<file path="config.mk">
export PLATFORM = sky130hd
export DESIGN_NAME = prog_loader
export DESIGN_NICKNAME = d
export VERILOG_FILES = /design/src/rtl/prog_loader.sv
export SDC_FILE = /design/constraint.sdc
export NUM_CORES = 1
export LEC_CHECK = 0
export CORE_ASPECT_RATIO = 0.75
export CORE_UTILIZATION = 35
export DETAILED_ROUTE_END_ITERATION = 8
export GPL_TIMING_DRIVEN = 0
export PLACE_DENSITY = 0.55
export SLEW_MARGIN = 10
export SYNTH_ARGS = -nofsm -noshare
export SYNTH_HDL_FRONTEND = slang
export SYNTH_SLANG_ARGS = --single-unit
</file>
<file path="constraint.sdc">
create_clock -name clk -period 3.64 [get_ports clk]
set_clock_uncertainty 0.2 [all_clocks]
set_input_delay 0.728 -clock clk [delete_from_list [all_inputs] [get_ports clk]]
set_output_delay 0.728 -clock clk [all_outputs]
set_load 0.05 [all_outputs]
</file>
<file path="src/rtl/prog_loader.sv">
// Program loader: buffers testbench load words in a small FIFO and replays them
// onto the memory write port under a load-session state machine.
module prog_loader #(
  parameter int ADDR_W = 32,
  parameter int DATA_W = 32,
  parameter int DEPTH  = 4,
  parameter int CNT_W  = 16
) (
  input  logic                  clk,
  input  logic                  rst,
  input  logic                  load_start,
  input  logic                  load_incr,
  input  logic [ADDR_W-1:0]     load_base,
  input  logic                  load_abort,
  input  logic                  load_valid,
  output logic                  load_ready,
  input  logic [ADDR_W-1:0]     load_addr,
  input  logic [DATA_W-1:0]     load_data,
  input  logic [DATA_W/8-1:0]   load_strb,
  input  logic                  load_last,
  output logic                  mem_we,
  input  logic                  mem_ready,
  output logic [ADDR_W-1:0]     mem_waddr,
  output logic [DATA_W-1:0]     mem_wdata,
  output logic [DATA_W/8-1:0]   mem_wstrb,
  output logic                  busy,
  output logic                  done,
  output logic [CNT_W-1:0]      word_count
);
  localparam int STRB_W = DATA_W / 8;
  localparam int PTR_W  = (DEPTH > 1) ? $clog2(DEPTH) : 1;
  localparam logic [ADDR_W-1:0] STEP  = ADDR_W'(STRB_W);
  localparam logic [ADDR_W-1:0] ALIGN = ~(STEP - ADDR_W'(1));
  localparam logic [PTR_W:0]    FULL  = (PTR_W+1)'(DEPTH);

  typedef enum logic [1:0] {IDLE, LOAD, DRAIN, DONE} state_t;
  state_t state, state_nxt;

  logic [ADDR_W-1:0] fifo_addr [DEPTH];
  logic [DATA_W-1:0] fifo_data [DEPTH];
  logic [STRB_W-1:0] fifo_strb [DEPTH];
  logic [PTR_W-1:0]  wr_ptr, rd_ptr, rd_ptr_nxt;
  logic [PTR_W:0]    occ, occ_nxt, occ_after_pop;
  logic              incr_mode;
  logic [ADDR_W-1:0] addr_ptr, push_addr;
  logic              accept, commit, flush;

  function automatic logic [CNT_W-1:0] sat_inc(input logic [CNT_W-1:0] v);
    return (&v) ? v : v + CNT_W'(1);
  endfunction

  // occ counts every word not yet committed, including the one on the memory port
  assign load_ready    = (state == LOAD) && (occ != FULL);
  assign busy          = (state != IDLE);
  assign done          = (state == DONE);
  assign flush         = load_abort && ((state == LOAD) || (state == DRAIN));
  assign accept        = load_valid && load_ready && !flush;
  assign commit        = mem_we && mem_ready;
  assign push_addr     = (incr_mode ? addr_ptr : load_addr) & ALIGN;
  assign rd_ptr_nxt    = rd_ptr + PTR_W'(commit);
  assign occ_after_pop = occ - (PTR_W+1)'(commit);
  assign occ_nxt       = occ_after_pop + (PTR_W+1)'(accept);

  always_comb begin
    state_nxt = state;
    case (state)
      IDLE:    if (load_start) state_nxt = LOAD;
      LOAD:    if (flush) state_nxt = IDLE;
               else if (accept && load_last) state_nxt = DRAIN;
      DRAIN:   if (flush) state_nxt = IDLE;
               else if ((occ == '0) && !mem_we) state_nxt = DONE;
      DONE:    state_nxt = IDLE;
      default: state_nxt = IDLE;
    endcase
  end

  always_ff @(posedge clk) begin
    if (accept) begin
      fifo_addr[wr_ptr] <= push_addr;
      fifo_data[wr_ptr] <= load_data;
      fifo_strb[wr_ptr] <= load_strb;
    end
  end

  always_ff @(posedge clk or negedge rst) begin
    if (!rst) begin
      state      <= IDLE;
      occ        <= '0;
      wr_ptr     <= '0;
      rd_ptr     <= '0;
      incr_mode  <= 1'b0;
      addr_ptr   <= '0;
      word_count <= '0;
      mem_we     <= 1'b0;
      mem_waddr  <= '0;
      mem_wdata  <= '0;
      mem_wstrb  <= '0;
    end else begin
      state <= state_nxt;
      if (commit) word_count <= sat_inc(word_count);
      if ((state == IDLE) && load_start) begin
        incr_mode  <= load_incr;
        addr_ptr   <= load_base & ALIGN;
        word_count <= '0;
      end else if (accept && incr_mode) begin
        addr_ptr <= addr_ptr + STEP;
      end
      if (flush) begin
        occ    <= '0;
        wr_ptr <= '0;
        rd_ptr <= '0;
        mem_we <= 1'b0;
      end else begin
        occ    <= occ_nxt;
        rd_ptr <= rd_ptr_nxt;
        if (accept) wr_ptr <= wr_ptr + PTR_W'(1);
        mem_we <= (occ_nxt != '0);
        // A word arriving into an otherwise empty queue bypasses storage to the port
        if (occ_nxt != '0) begin
          if (occ_after_pop == '0) begin
            mem_waddr <= push_addr;
            mem_wdata <= load_data;
            mem_wstrb <= load_strb;
          end else begin
            mem_waddr <= fifo_addr[rd_ptr_nxt];
            mem_wdata <= fifo_data[rd_ptr_nxt];
            mem_wstrb <= fifo_strb[rd_ptr_nxt];
          end
        end
      end
    end
  end
endmodule
</file>
==> metrics.yaml <==
die_area_mm2: 0.04751
dieHeight_um: 189.0
drcViolationCount: 0
syn_area_mm2: 0.01632
area_growth_pct: 26.00
start_util_pct: 35.46
clock_path_buffers: 3
ys_seq_area_share_pct: 67.43
synth.area.top_cells: "edfxtp_1, dfrtp_1, mux4_2"
synth_edf_count: 264
period_needed_ns: 3.488
grt_pass1_vias: 10782
postSynthAreaPerCell_um2: 14.38
cts_root_buf: "clkbuf_16"
r2r_cells: 14
maxCapViolCount: 0
peakVddDrop_uv: 441.6
io_pins: 196
period_share_pct: 95.84
switching_share_pct: 40.49
synth_cells: 1135
setup_violations: 0
slowest_delay_ns: 0.70
ys_types: 52
crit_buf_inv: 2
grt_use_total_pct: 18.35
ant_nets: 0
cts_tree: "built"
htreeDepth: 2
num_rows: 68
path_clk_slew_ns: 0.07
clkPwrFrac_pct: 21.1
dr.pass1.iters: 5
die_w_um: 251.3
antenna_cells: 0
final-hold-violation-count: 0
synthArstFlopShare_pct: 31.78
hold_start: "mem_wdata[3]"
portBuffers: 189
start_kind: "flip-flop"
tns_ns: 0
crit_start: "occ[2]"
combinationalPowerShare_pct: 45.3
vias_per_cell: 5.215
gp_congestion: 0.8197
drive_gt1_share_pct: 15.72
finalHoldWorstSlack_ns: 0.3477
routed_wl_mm: 42.84
antenna_found_initial: 2
via_count: 10617
yosys_register_bits: 387
synth_warnings: 0
rr_startpoint: "state[0]"
power_density_mw_per_mm2: 957.3
worstSetupPathType: "reg2out"
cp.arrival_ns: 2.56
crit_required_ns: 2.71
yosys.area.top_type_share_pct: 48.57
cts_buffers: 40
synth_top_area_cell: "edfxtp_1"
power_frac_seq_pct: 33.6
slowest_stage: "clkdlybuf4s50_1"
leakage_nw: 7.175
fmax_mhz: 286.7
clock-sinks: 387
nets: 1500
status: "finished clean"
path_cells: "or3b_2, clkbuf_1, and2_1, clkdlybuf4s50_1"
place_hpwl_mm: 28.85
grt_max_degree: 65
end_kind: "output pin"
rsz0062_at_grt: "no"
ys.flop_type: "edfxtp_1"
dr.first_iter.drc_count: 869
slew_viol_final: 0
critical_path.top_delay_family: "buffers and inverters"
power.switching_mw: 7.969
detail_route.wl_per_cell_um: 21.04
grt.overflow.total: 0
clk_latency_ns: 0.54
power_mw: 19.68
cp_max_fo: 7
relSlewSlack_pct: 24.76
grt_pass1_wl_mm: 66.24
p_int_mw: 11.72
tightest_slew_ns: 1.118
whs_path_depth: 2
cp.depth: 4
core_area_mm2: 0.04603
hold_class: "reg2reg"
==> state kept, by name, indices dropped and copies added, names as in the netlist <==
name	cells
fifo_strb	16
occ	3
mem_waddr	30
incr_mode	1
word_count	16
mem_wstrb	4
mem_we	1
rd_ptr	2
wr_ptr	2
mem_wdata	32
fifo_data	128
fifo_addr	120
addr_ptr	30
state	2
==> tightest hold or removal path, delay by kind of cell (launching register included) <==
| kind | cells | cell delay, ns |
|---|---|---|
| flip-flops | 1 | 0.34 |
| AO/OA/AOI/OAI | 1 | 0.12 |
| AND/OR/NAND/NOR | 1 | 0.05 |
==> final cells by class <==
class	count	area [um2]
Timing Repair Buffer	199	2072
Inverter	14	52.55
Tap cell	630	788.3
Buffer	69	350.3
Clock inverter	15	187.7
Fill cell	4228	25470
Clock buffer	57	1126
Sequential cell	387	11010
Multi-Input combinational cell	665	4981
==> routing by layer <==
layer  wire (um)  vias up  track usage [%]
met3        2387       64            3.437
met4         714        4            3.846
li1            -     4826                -
met1       20510     5443            27.60
met2       19200      280            27.60
met5          27        -                0
==> logic make-up after synthesis <==
| logic type | synth area share (%) |
|---|---|
| AO/OA/AOI/OAI | 6.217 |
| XOR/XNOR | 0.4064 |
| adder cells (fa/ha/maj) | 1.227 |
| buffers and inverters | 2.315 |
| flip-flops | 67.43 |
| multiplexers | 11.48 |
| other | 0.02298 |
| AND/OR/NAND/NOR | 10.89 |
==> layout by cell type, fill, tap and decap left out, drive strengths merged, types with 6 or more instances in the layout <==
cell type and n:
and2 17, mux2 30, and4 6, nand4 18
mux4 66, nor2 101, nand3 13, clkdlybuf4s50 188
or4 30, ha 16, clkinv 7, inv 14
dfrtp 123, clkbuf 96, a31oi 94, edfxtp 264
nand2 167, or3 9, o21ai 15, a21oi 16
buf 38, o31ai 24
==> cell usage after synthesis, types with 3 or more instances <==
| cell | count |
|---|---|
| and3_1 | 4 |
| a31oi_1 | 94 |
| buf_4 | 3 |
| o31ai_1 | 24 |
| mux2_2 | 30 |
| nor3_1 | 5 |
| edfxtp_1 | 264 |
| o21ai_0 | 15 |
| a21oi_1 | 16 |
| o41ai_1 | 3 |
| ha_1 | 16 |
| inv_1 | 14 |
| buf_1 | 8 |
| nand2b_1 | 4 |
| and4_1 | 6 |
| and2_1 | 17 |
| nor2_1 | 101 |
| nand4_1 | 16 |
| or3_1 | 7 |
| xor2_1 | 3 |
| buf_2 | 20 |
| nand3_1 | 13 |
| clkbuf_1 | 34 |
| mux2i_1 | 5 |
| mux4_2 | 66 |
| dfrtp_1 | 123 |
| nand2_1 | 167 |
| or4_1 | 26 |
==> through the flow <==
stage | instance area, um2 | std cells | setup WS [ns] | utilization (%)
CTS | 20530 | 2035 | 0.001367 | 44.60
global route | 20560 | 2036 | 0.009382 | 44.67
finish | 20560 | 2036 | 0.1516 | 44.67
floorplan | 16320 | 1136 | 0.04449 | -
detailed placement | 19140 | 1960 | -1.480 | 41.59
global placement | 19000 | 1955 | -4.224 | 41.29
==> worst paths after layout <==
check	slack [ns]	endpoint
setup / recovery	0.15	load_ready
hold / removal	0.35	mem_wdata[3]
setup reg to reg	0.25	mem_waddr[28]
hold reg to reg	0.35	mem_wdata[3]
max in group asynchronous	1.93	mem_wdata[22]
min in group asynchronous	0.54	word_count[9]
==> what timing repair did <==
item	4_1_cts	5_1_grt
pin swaps	1	1
endpoints found under the hold margin	59	0
hold buffers	1	0
resized for setup	11	16
buffers inserted	2	2
endpoints found under the setup margin	67	67
==> power groups by stage <==
stage / clock network (mW) / logic, mW / registers (mW)
CTS: 4.26 / 9.06 / 6.62
global route: 4.43 / 9.73 / 6.73
detailed placement: 0 / 8.90 / 6.70
finish: 4.16 / 8.92 / 6.61
global placement: 0 / 8.76 / 6.73
floorplan: 0 / 4.61 / 7.86
Note: power is estimated with default switching activity, not from simulation.
